**src/rtl/pipe_stall_sequencer.sv**
```systemverilog
// Stall/flush sequencer for the 5-stage pipeline: stage enables, bubbles, held-redirect
// replay, HALT latch, stall/flush statistics and a data-memory watchdog.
//
// state | meaning
// RUN   | normal flow, single-cycle hazards resolved in place
// DWAIT | data memory busy, upstream frozen, MW fed bubbles
// IWAIT | instruction fetch outstanding, FD flushed each cycle
// HALT  | HALT committed, everything frozen until reset
module pipe_stall_sequencer #(
  parameter int CNT_W    = 16,
  parameter int WD_LIMIT = 255,
  parameter int WD_W     = 8
) (
  input  logic             clk,
  input  logic             rst,
  input  logic             haz_stall,
  input  logic             br_taken,
  input  logic             imem_stall,
  input  logic             dmem_stall,
  input  logic             halt_in,
  output logic             pc_en,
  output logic             pc_use_held,
  output logic             tgt_cap,
  output logic             fd_en,
  output logic             fd_flush,
  output logic             dx_en,
  output logic             dx_bubble,
  output logic             xm_en,
  output logic             mw_en,
  output logic             mw_bubble,
  output logic             halted,
  output logic             err,
  output logic [1:0]       state,
  output logic [CNT_W-1:0] stall_cnt,
  output logic [CNT_W-1:0] flush_cnt
);

  typedef enum logic [1:0] {
    RUN   = 2'd0,
    DWAIT = 2'd1,
    IWAIT = 2'd2,
    HALT  = 2'd3
  } seqState_t;

  localparam logic [WD_W-1:0] wdLimit = WD_W'(WD_LIMIT);

  seqState_t       curState;
  seqState_t       nextState;
  logic            redirPend;
  logic            redirPendNext;
  logic            flushInc;
  logic            wdRun;
  logic [WD_W-1:0] wdCnt;
  logic [CNT_W-1:0] stallCntQ;
  logic [CNT_W-1:0] flushCntQ;
  logic            errQ;

  assign state     = curState;
  assign err       = errQ;
  assign stall_cnt = stallCntQ;
  assign flush_cnt = flushCntQ;

  always_comb begin
    pc_en         = 1'b1;
    fd_en         = 1'b1;
    dx_en         = 1'b1;
    xm_en         = 1'b1;
    mw_en         = 1'b1;
    fd_flush      = 1'b0;
    dx_bubble     = 1'b0;
    mw_bubble     = 1'b0;
    pc_use_held   = 1'b0;
    tgt_cap       = 1'b0;
    halted        = 1'b0;
    nextState     = RUN;
    redirPendNext = redirPend;
    flushInc      = 1'b0;
    wdRun         = 1'b0;

    if (!rst) begin
      pc_en         = 1'b0;
      fd_en         = 1'b0;
      dx_en         = 1'b0;
      xm_en         = 1'b0;
      mw_en         = 1'b0;
      fd_flush      = 1'b1;
      dx_bubble     = 1'b1;
      mw_bubble     = 1'b1;
      redirPendNext = 1'b0;
    end else if (curState == HALT) begin
      pc_en     = 1'b0;
      fd_en     = 1'b0;
      dx_en     = 1'b0;
      xm_en     = 1'b0;
      mw_en     = 1'b0;
      halted    = 1'b1;
      nextState = HALT;
    end else if (halt_in) begin
      pc_en     = 1'b0;
      fd_en     = 1'b0;
      dx_en     = 1'b0;
      xm_en     = 1'b0;
      nextState = HALT;
    end else if (dmem_stall) begin
      // redirPend is deliberately left alone so a pending redirect survives DWAIT
      pc_en     = 1'b0;
      fd_en     = 1'b0;
      dx_en     = 1'b0;
      xm_en     = 1'b0;
      mw_bubble = 1'b1;
      wdRun     = 1'b1;
      nextState = DWAIT;
    end else if (haz_stall) begin
      pc_en     = 1'b0;
      fd_en     = 1'b0;
      dx_bubble = 1'b1;
      nextState = imem_stall ? IWAIT : RUN;
    end else if (imem_stall) begin
      pc_en     = 1'b0;
      fd_flush  = 1'b1;
      nextState = IWAIT;
      if (br_taken) begin
        tgt_cap       = 1'b1;
        redirPendNext = 1'b1;
        flushInc      = 1'b1;
      end
    end else if (br_taken) begin
      fd_flush      = 1'b1;
      flushInc      = 1'b1;
      redirPendNext = 1'b0;
    end else if (redirPend) begin
      // the word fetched during the wait belongs to the old path
      fd_flush      = 1'b1;
      pc_use_held   = 1'b1;
      redirPendNext = 1'b0;
    end
  end

  always_ff @(posedge clk) begin
    if (!rst) begin
      curState  <= RUN;
      redirPend <= 1'b0;
      wdCnt     <= '0;
      errQ      <= 1'b0;
      stallCntQ <= '0;
      flushCntQ <= '0;
    end else begin
      curState  <= nextState;
      redirPend <= redirPendNext;

      if (wdRun) begin
        if (wdCnt != wdLimit) wdCnt <= wdCnt + 1'b1;
        if (wdCnt >= wdLimit - 1'b1) errQ <= 1'b1;
      end else if (curState != HALT) begin
        wdCnt <= '0;
      end

      if (!pc_en && (curState != HALT) && !(&stallCntQ))
        stallCntQ <= stallCntQ + 1'b1;
      if (flushInc && !(&flushCntQ))
        flushCntQ <= flushCntQ + 1'b1;
    end
  end

endmodule

```
**config.mk**
```make
export PLATFORM = sky130hd
export DESIGN_NAME = pipe_stall_sequencer
export DESIGN_NICKNAME = d
export VERILOG_FILES = /design/src/rtl/pipe_stall_sequencer.sv
export SDC_FILE = /design/constraint.sdc
export NUM_CORES = 1
export LEC_CHECK = 0
export CAP_MARGIN = 15
export CORE_UTILIZATION = 30
export CTS_CLUSTER_SIZE = 28
export DETAILED_ROUTE_END_ITERATION = 10
export SLEW_MARGIN = 20
export SYNTH_ARGS = -nofsm -noshare
export SYNTH_HDL_FRONTEND = slang
export SYNTH_SLANG_ARGS = --single-unit
```
**constraint.sdc**
```tcl
create_clock -name clk -period 2.4 [get_ports clk]
set_input_delay 0.24 -clock clk [delete_from_list [all_inputs] [get_ports clk]]
set_output_delay 0.24 -clock clk [all_outputs]
set_load 0.01 [all_outputs]
```
==> impl_metrics.json, run 1 <==
{
  "async_reset_ff_share_pct": 0,
  "regArea_um2": 881,
  "synthMuxAreaShare_pct": 2.92,
  "final_layout_size_suffix_gt1_share_pct": 9.36,
  "power_density_mw_per_mm2": 441,
  "track_usage_pct": 14.5,
  "clockBufferDepth": 2,
  "area_delta_synth_final_pct": 32.9,
  "core_area_mm2": 0.00773,
  "vias": 2426,
  "syn-cell-area_mm2": 0.00240,
  "worst_setup_path_startpoint": "halt_in",
  "row_count": 32,
  "die_h_um": 91.4,
  "clock_latency_ns": 0.30,
  "routedWlPerCell_um": 13.8,
  "cts_setup_buffers": 0,
  "max_slew_margin_pct": 55.0,
  "layout_commonest_cell": "clkdlybuf4s50_1",
  "crit_top_cell": "clkdlybuf4s50_1",
  "arrival_ns": 2.10,
  "crit_path_end": "pc_use_held",
  "critical_path.cell_chain": "clkdlybuf4s50_1, a211o_4, nor3_1, and3_1, clkdlybuf4s50_1",
  "die_w_um": 91.4,
  "cts_tree": "built",
  "dr.pass1.iters": 4,
  "maxCapViolations": 0,
  "drt-total-wl_um": 6130,
  "p_leak_nw": 1.02,
  "ys_seq_area_share_pct": 36.7,
  "r2r-start": "flush_cnt[0]",
  "tightestPinTransition_ns": 0.669,
  "synth_edf_count": 0,
  "synthAdderAreaFrac_pct": 2.09,
  "clock_skew_ns": 0.0129,
  "synth_top_cell_area_share_pct": 36.7,
  "clkTransAtPathRegs_ns": 0.08,
  "yosys.area.top_type": "dfxtp_1",
  "yosys.area_share.xor_xnor_pct": 0,
  "cp-start-kind": "input port",
  "critPathCaptureType": "primary output",
  "dp.cells": 436,
  "grt_pass1_wl_um": 9850,
  "ys.warnings.count": 0,
  "cts_made_buffers": 5,
  "nFillCells": 788,
  "multi_input_area_mm2": 0.00144,
  "n_antenna_cell": 0,
  "drt_iter0_markers": 84,
  "max_stage_delay_ns": 0.53,
  "first_global_vias": 2039,
  "root_buffer": "clkbuf_8",
  "final_nets": 352,
  "drv_slew": 0,
  "synth.area.top_cells": "dfxtp_1 37%, a21oi_1 6.3%, nand2_1 5.5%",
  "avgSynthCellArea_um2": 8.54,
  "r2r_slack_ns": 0.51,
  "numClockSinks": 44,
  "yosys.area_share.simple_pct": 27.4,
  "ir_worst_vdd_mv": 0.235,
  "syn_nets": 292,
  "synth-seq-cells": 44,
  "rsz0062_at_grt": "false",
  "reg2regPathDepth": 5,
  "ant_nets": 0,
  "synthDistinctLibCells": 51,
  "final_cells": 444,
  "synthCells": 281,
  "post_cts_resized": 0,
  "crit_fanout": 4,
  "fin_crit_sh_pct": 97.4,
  "hold_viol": 0,
  "grt_max_degree": 23,
  "layout_common_cells": "52 x clkdlybuf4s50_1, 44 x dfxtp_1, 35 x nand2_1",
  "drc": 0,
  "hold_class": "flip-flop to flip-flop",
  "initial_core_util_pct": 31.1,
  "viasPerCell": 5.46,
  "path_buf_inv": 2,
  "setup_tns_ns": 0,
  "hpwl_um": 4450,
  "port_buffers": 52,
  "status": "finished, final reports clean",
  "cp_top_family": "buffers and inverters",
  "die_area_mm2": 0.00836,
  "hold_buffers": 0,
  "synth_top_family_by_area": "compound AO/OA/AOI/OAI gates",
  "path_class": "input port to primary output",
  "grt_antenna_before_repair": 0,
  "gr-total-overflow": 0,
  "r2r_end": "flush_cnt[5]",
  "setup_violations": 0,
  "cpMaxStageDelayCell": "clkdlybuf4s50_1",
  "cp.depth": 5,
  "ios": 53,
  "yosys_most_used_dff": "dfxtp_1",
  "gp_congestion": 0.755,
  "synth_compound_area_share_pct": 27.7,
  "fin_crit_ns": 2.34,
  "htree_levels": 2,
  "required_ns": 2.16,
  "max_freq_ghz": 0.428
}
[cells by family after synthesis]
family	Yosys count
AND/OR/NAND/NOR	118
AO/OA/AOI/OAI	90
flip-flops	44
buffers and inverters	18
multiplexers	7
adder cells (fa/ha/maj)	4
[Yosys cell counts, drive strengths merged (6+ instances only)]
library cell and count:
o31ai 11, and3 7, inv 6, nand2 36, dfxtp 44, nand4 9
a21oi 31, o21ai 9, or4 13, buf 7, nand3 13, nor2 12
a211oi 6, mux2i 7, nand2b 7
[power breakdown]
part	switching, mW	total (mW)	internal, mW
sequential	0.0150	0.755	0.740
combinational	0.0756	0.145	0.0692
clock	0.274	0.508	0.234
total	0.365	1.41	1.04
[tightest hold or removal path, stage by stage, from the launching register on]
cell and delay [ns]:
dfxtp_1 0.34, a31oi_1 0.05, nor2_1 0.07
[routing by layer]
layer  GRT usage, %  vias up  part of all wire (%)
li1               -     1219                     -
met1           19.4     1143                    49
met2           23.4       59                    45
met3           3.02        5                   4.5
met4           4.10        0                  0.88
met5              0        -                     0
[through the flow]
step	total power, mW	worst slack, ns	utilization [%]	area [um^2]	hold WS [ns]
2_1_floorplan	0.843	0.674	-	2400	0.368
3_3_place_gp	0.918	0.0820	40.0	3090	0.455
6_report	1.41	0.0626	41.3	3190	0.487
3_5_place_dp	0.918	0.0728	40.0	3090	0.462
5_1_grt	1.48	0.0191	41.3	3190	0.506
4_1_cts	1.43	0.0729	41.3	3190	0.486
[worst min-delay path by stage]
stage | start | endpoint | slack, ns | cells after the start
after floorplan | dmem_stall | state[0] | 0.37 | 2
after global placement | err | err | 0.45 | 2
after detailed placement | err | err | 0.46 | 2
after CTS | err | err | 0.49 | 2
after global routing | err | err | 0.51 | 2
final | err | err | 0.49 | 2
[registers in the layout, summed over array words and instances (netlist names)]
register and cells:
flush_cnt 16, stall_cnt 16, wdCnt 8, state 2
err 1, redirPend 1
[layout make-up]
cell class              count  area share [%]
multi-input cells         219            45.2
clock buffers               6            2.59
well taps                 102            4.00
flip-flops and latches     44            27.6
inverters                   6           0.706
clock inverters             2           0.471
repair buffers             65            19.4
Note: power is estimated with default switching activity, not from simulation.
==> run 2, diff against run 1 <==
--- a/config.mk
+++ b/config.mk
@@ -9,6 +9,8 @@
 export CORE_UTILIZATION = 30
 export CTS_CLUSTER_SIZE = 28
 export DETAILED_ROUTE_END_ITERATION = 10
+export DONT_BUFFER_PORTS = 1
+export GPL_TIMING_DRIVEN = 0
 export SLEW_MARGIN = 20
 export SYNTH_ARGS = -nofsm -noshare
 export SYNTH_HDL_FRONTEND = slang
==> run 2 against run 1 <==
Effect of this change:
- total power up 2.0%
- critical path depth down 2
- critical path type is now flip-flop to primary output
- largest power group unchanged
- sequential power up 0.8%
- fmax up 6.8%
- non-clock buffer count down 53
==> impl_metrics.json, run 2 (synthesized netlist as in run 1, its figures left out) <==
{
  "required_ns": 2.16,
  "die_w_um": 91.4,
  "ios": 53,
  "layout_commonest_cell": "dfxtp_1",
  "post_cts_resized": 0,
  "initial_core_util_pct": 31.1,
  "clock_latency_ns": 0.31,
  "core_area_mm2": 0.00773,
  "gp_congestion": 0.773,
  "max_slew_margin_pct": 53.6,
  "drt-total-wl_um": 6300,
  "status": "finished, final reports clean",
  "ant_nets": 0,
  "die_h_um": 91.4,
  "viasPerCell": 5.68,
  "row_count": 32,
  "dr.pass1.iters": 4,
  "port_buffers": 0,
  "setup_tns_ns": 0,
  "crit_fanout": 7,
  "crit_path_end": "pc_use_held",
  "grt_pass1_wl_um": 10300,
  "clock_skew_ns": 0.00627,
  "grt_max_degree": 15,
  "cts_setup_buffers": 0,
  "fin_crit_ns": 2.19,
  "hpwl_um": 4670,
  "drc": 0,
  "n_antenna_cell": 0,
  "r2r_slack_ns": 0.37,
  "tightestPinTransition_ns": 0.691,
  "track_usage_pct": 15.5,
  "area_delta_synth_final_pct": 9.96,
  "r2r-start": "flush_cnt[0]",
  "drt_iter0_markers": 104,
  "ir_worst_vdd_mv": 0.169,
  "die_area_mm2": 0.00836,
  "path_class": "flip-flop to primary output",
  "max_freq_ghz": 0.457,
  "rsz0062_at_grt": "false",
  "cts_made_buffers": 5,
  "worst_setup_path_startpoint": "state[0]",
  "postLayoutCoreUtil_pct": 34.1,
  "gr-total-overflow": 0,
  "power_density_mw_per_mm2": 544,
  "cts_tree": "built",
  "numClockSinks": 44,
  "vias": 2219,
  "reg2regPathDepth": 6,
  "final_nets": 299,
  "first_global_vias": 2020,
  "root_buffer": "clkbuf_8",
  "hold_buffers": 0,
  "htree_levels": 2,
  "hold_class": "input port to flip-flop",
  "r2r_end": "flush_cnt[6]",
  "routedWlPerCell_um": 16.1,
  "p_leak_nw": 0.809,
  "grt_antenna_before_repair": 0,
  "cp-start-kind": "flip-flop",
  "clockBufferDepth": 2,
  "layout_common_cells": "44 x dfxtp_1, 35 x nand2_1, 30 x a21oi_1",
  "arrival_ns": 1.95,
  "final_layout_size_suffix_gt1_share_pct": 8.30,
  "clkTransAtPathRegs_ns": 0.09,
  "critPathCaptureType": "primary output",
  "maxCapViolations": 0,
  "hold_viol": 0,
  "setup_violations": 0,
  "fin_crit_sh_pct": 91.2,
  "drv_slew": 0
}
run 2: changes by cell type in the layout (fill, tap and decap cells not counted), sizes merged:
cell	before	now
clkbuf	6	10
bufinv	0	1
clkinvlp	2	1
buf	13	7
clkdlybuf4s50	52	0
clkinv	0	1
run 2: routing by layer:
metal | routed length (um) | track usage, %
met1 | 2920 | 20.0
met2 | 2850 | 24.2
met3 | 447 | 4.77
met4 | 84 | 5.29
met5 | 0 | 0
run 2: area by class of cell:
type / count / area [um^2]
multi-input combinational: 219 / 1440
fill: 808 / 5090
tap: 102 / 128
buffer: 12 / 53.8
clock buffer: 5 / 68.8
inverter: 6 / 22.5
clock inverter: 3 / 42.5
sequential: 44 / 881
run 2: per-stage QoR:
stage,instances,total power [mW],instance area (um^2),hold slack [ns],setup WS (ns)
floorplan,281,0.843,2400,0.368,0.674
global placement,383,0.866,2530,0.377,0.398
detailed placement,383,0.868,2530,0.384,0.381
CTS,391,1.45,2640,0.0647,0.226
global route,391,1.50,2640,0.0619,0.158
finish,391,1.44,2640,0.0713,0.212
run 2: how the worst min path moves through the flow:
stage	startpoint	end	slack (ns)	cells after the start
floorplan	dmem_stall	state[0]	0.37	2
global placement	dmem_stall	state[0]	0.38	2
CTS	dmem_stall	state[0]	0.06	2
detailed placement	dmem_stall	state[0]	0.38	2
global route	dmem_stall	state[0]	0.06	2
finish	dmem_stall	state[0]	0.07	2
run 2: power breakdown:
part | total, mW | internal (mW) | switching [mW]
clock | 0.586 | 0.308 | 0.278
sequential | 0.761 | 0.740 | 0.0206
combinational | 0.0890 | 0.0283 | 0.0607
run 2: worst max-delay path, cell delays in order, from the launching register on:
cell and delay, ns:
dfxtp_1 0.45, a211o_4 0.45, nor3_1 0.45, and3_1 0.29
==> run 3, diff against run 2 <==
--- a/config.mk
+++ b/config.mk
@@ -6,11 +6,13 @@
 export NUM_CORES = 1
 export LEC_CHECK = 0
 export CAP_MARGIN = 15
+export CORE_MARGIN = 4
 export CORE_UTILIZATION = 30
 export CTS_CLUSTER_SIZE = 28
 export DETAILED_ROUTE_END_ITERATION = 10
 export DONT_BUFFER_PORTS = 1
 export GPL_TIMING_DRIVEN = 0
+export RECOVER_POWER = 100
 export SLEW_MARGIN = 20
 export SYNTH_ARGS = -nofsm -noshare
 export SYNTH_HDL_FRONTEND = slang
==> constraint.sdc (replaced) <==
create_clock -name clk -period 2.1 [get_ports clk]
set_input_delay 0.21 -clock clk [delete_from_list [all_inputs] [get_ports clk]]
set_output_delay 0.21 -clock clk [all_outputs]
set_load 0.01 [all_outputs]
==> run 3 against run 2 <==
Effect of this change:
- count of clock-buffer cells in the layout up 1
- sequential power up 14%
- critical path depth unchanged
- flip-flop and latch count is the same
- clock power up 10%
- wire length up 5.0%
- first-iteration DRC count is 38% lower
- clock skew up 0.0029 ns
- via count grew 0.32%
- total power is 13% higher
- critical endpoint unchanged
==> impl_metrics.json, run 3 (synthesized netlist as in run 1, its figures left out) <==
{
  "status": "finished, final reports clean",
  "power_density_mw_per_mm2": 614,
  "dr.pass1.iters": 4,
  "cp-start-kind": "flip-flop",
  "row_count": 32,
  "viasPerCell": 5.69,
  "wl_met1_um": 3100,
  "fin_crit_sh_pct": 92.7,
  "crit_fanout": 7,
  "gp_congestion": 0.856,
  "place_ws_ns": 0.0468,
  "power_mw": 1.62,
  "clockBufferDepth": 2,
  "reg2regPathDepth": 5,
  "required_ns": 1.89,
  "holdPathStages": 2,
  "track_usage_pct": 14.0,
  "maxCapViolations": 0,
  "placed_cell_area_mm2": 0.00253,
  "tightestPinTransition_ns": 0.592,
  "max_slew_margin_pct": 60.3,
  "hpwl_um": 4910,
  "drv_slew": 0,
  "setup_violations": 0,
  "worst_setup_path_startpoint": "state[0]",
  "r2r-start": "stall_cnt[0]",
  "layout_commonest_cell": "dfxtp_1",
  "hold_class": "input port to flip-flop",
  "hold_buffers": 0,
  "clock_latency_ns": 0.29,
  "die_area_mm2": 0.00949,
  "clkTransAtPathRegs_ns": 0.09,
  "numClockSinks": 44,
  "grt_antenna_before_repair": 0,
  "root_buffer": "clkbuf_8",
  "hold_viol": 0,
  "cts_made_buffers": 5,
  "die_w_um": 97.4,
  "finalInstanceArea_mm2": 0.00263,
  "drt-total-wl_um": 6620,
  "highest_layer": "met4",
  "grt_max_degree": 14,
  "port_buffers": 0,
  "arrival_ns": 1.74,
  "dp.cells": 383,
  "core_area_mm2": 0.00777,
  "routed-wl-met3_um": 467,
  "clock_skew_ns": 0.00916,
  "fin_crit_ns": 1.95,
  "min-delay-start": "dmem_stall",
  "layout_common_cells": "42 x dfxtp_1, 35 x nand2_1, 30 x a21oi_1",
  "final_nets": 299,
  "gr-total-overflow": 0,
  "p_leak_nw": 0.831,
  "grt_pass1_wl_um": 11000,
  "postLayoutCoreUtil_pct": 33.9,
  "ir_worst_vdd_mv": 0.204,
  "critPathCaptureType": "primary output",
  "path_class": "flip-flop to primary output",
  "wl_met2_um": 2990,
  "drc": 0,
  "vias": 2226,
  "ios": 53,
  "final_cells": 391,
  "first_global_vias": 2109,
  "cts_tree": "built",
  "initial_core_util_pct": 30.9,
  "die_h_um": 97.4,
  "final_layout_size_suffix_gt1_share_pct": 9.00,
  "htree_levels": 2,
  "r2r_slack_ns": 0.16,
  "fin_ws_ns": 0.154,
  "routedWlPerCell_um": 16.9,
  "area_delta_synth_final_pct": 9.70,
  "ant_nets": 0,
  "max_freq_ghz": 0.514,
  "drt_iter0_markers": 64,
  "nFillCells": 857,
  "n_antenna_cell": 0
}
-- run 3: cell count changes in the layout (fill, tap and decap cells not counted), moves of 2 or more --
| cell | previous run | this run |
|---|---|---|
| dfxtp_2 | 0 | 2 |
| buf_1 | 2 | 0 |
| dfxtp_1 | 44 | 42 |
| clkbuf_2 | 0 | 3 |
| clkbuf_1 | 5 | 7 |
-- run 3: layout make-up --
class	count	area (um^2)	area share (%)
inverter	6	22.5	0.856
sequential	44	883	33.6
clock inverter	2	35.0	1.33
clock buffer	6	72.6	2.76
multi-input combinational	219	1440	54.7
buffer	12	52.6	2.00
tap	102	128	4.85
-- run 3: critical path, stage by stage, from the launching register on --
cell and delay (ns):
dfxtp_2 0.39, a211o_1 0.45, nor3_2 0.30, and3_1 0.29
-- run 3: report_power, final --
group,internal (mW),switching (mW),total (mW)
clock,0.354,0.294,0.647
combinational,0.0305,0.0700,0.101
sequential,0.847,0.0228,0.869
total,1.23,0.387,1.62
-- run 3: final timing paths --
path / to
worst min register to register: wdCnt[7]
worst min-delay path: state[0]
worst max register to register: stall_cnt[6]
worst max-delay path: pc_use_held
-- run 3: through the flow --
step           hold slack, ns  setup TNS [ns]
3_3_place_gp            0.350               0
4_1_cts                0.0378               0
3_5_place_dp            0.354               0
2_1_floorplan           0.338               0
5_1_grt                0.0439       -0.000679
6_report               0.0516               0
-- run 3: routing by layer --
layer	vias up	GRT usage [%]
met5	-	0
met4	0	3.83
met3	5	4.45
met2	56	21.6
met1	1054	18.7
li1	1111	-
-- run 3: repair_timing --
action                                  4_1_cts  5_1_grt
resized for setup                             2        9
hold endpoints to repair                      0        0
setup buffers                                 0        0
pin swaps                                     0        1
endpoints found under the setup margin        2       14
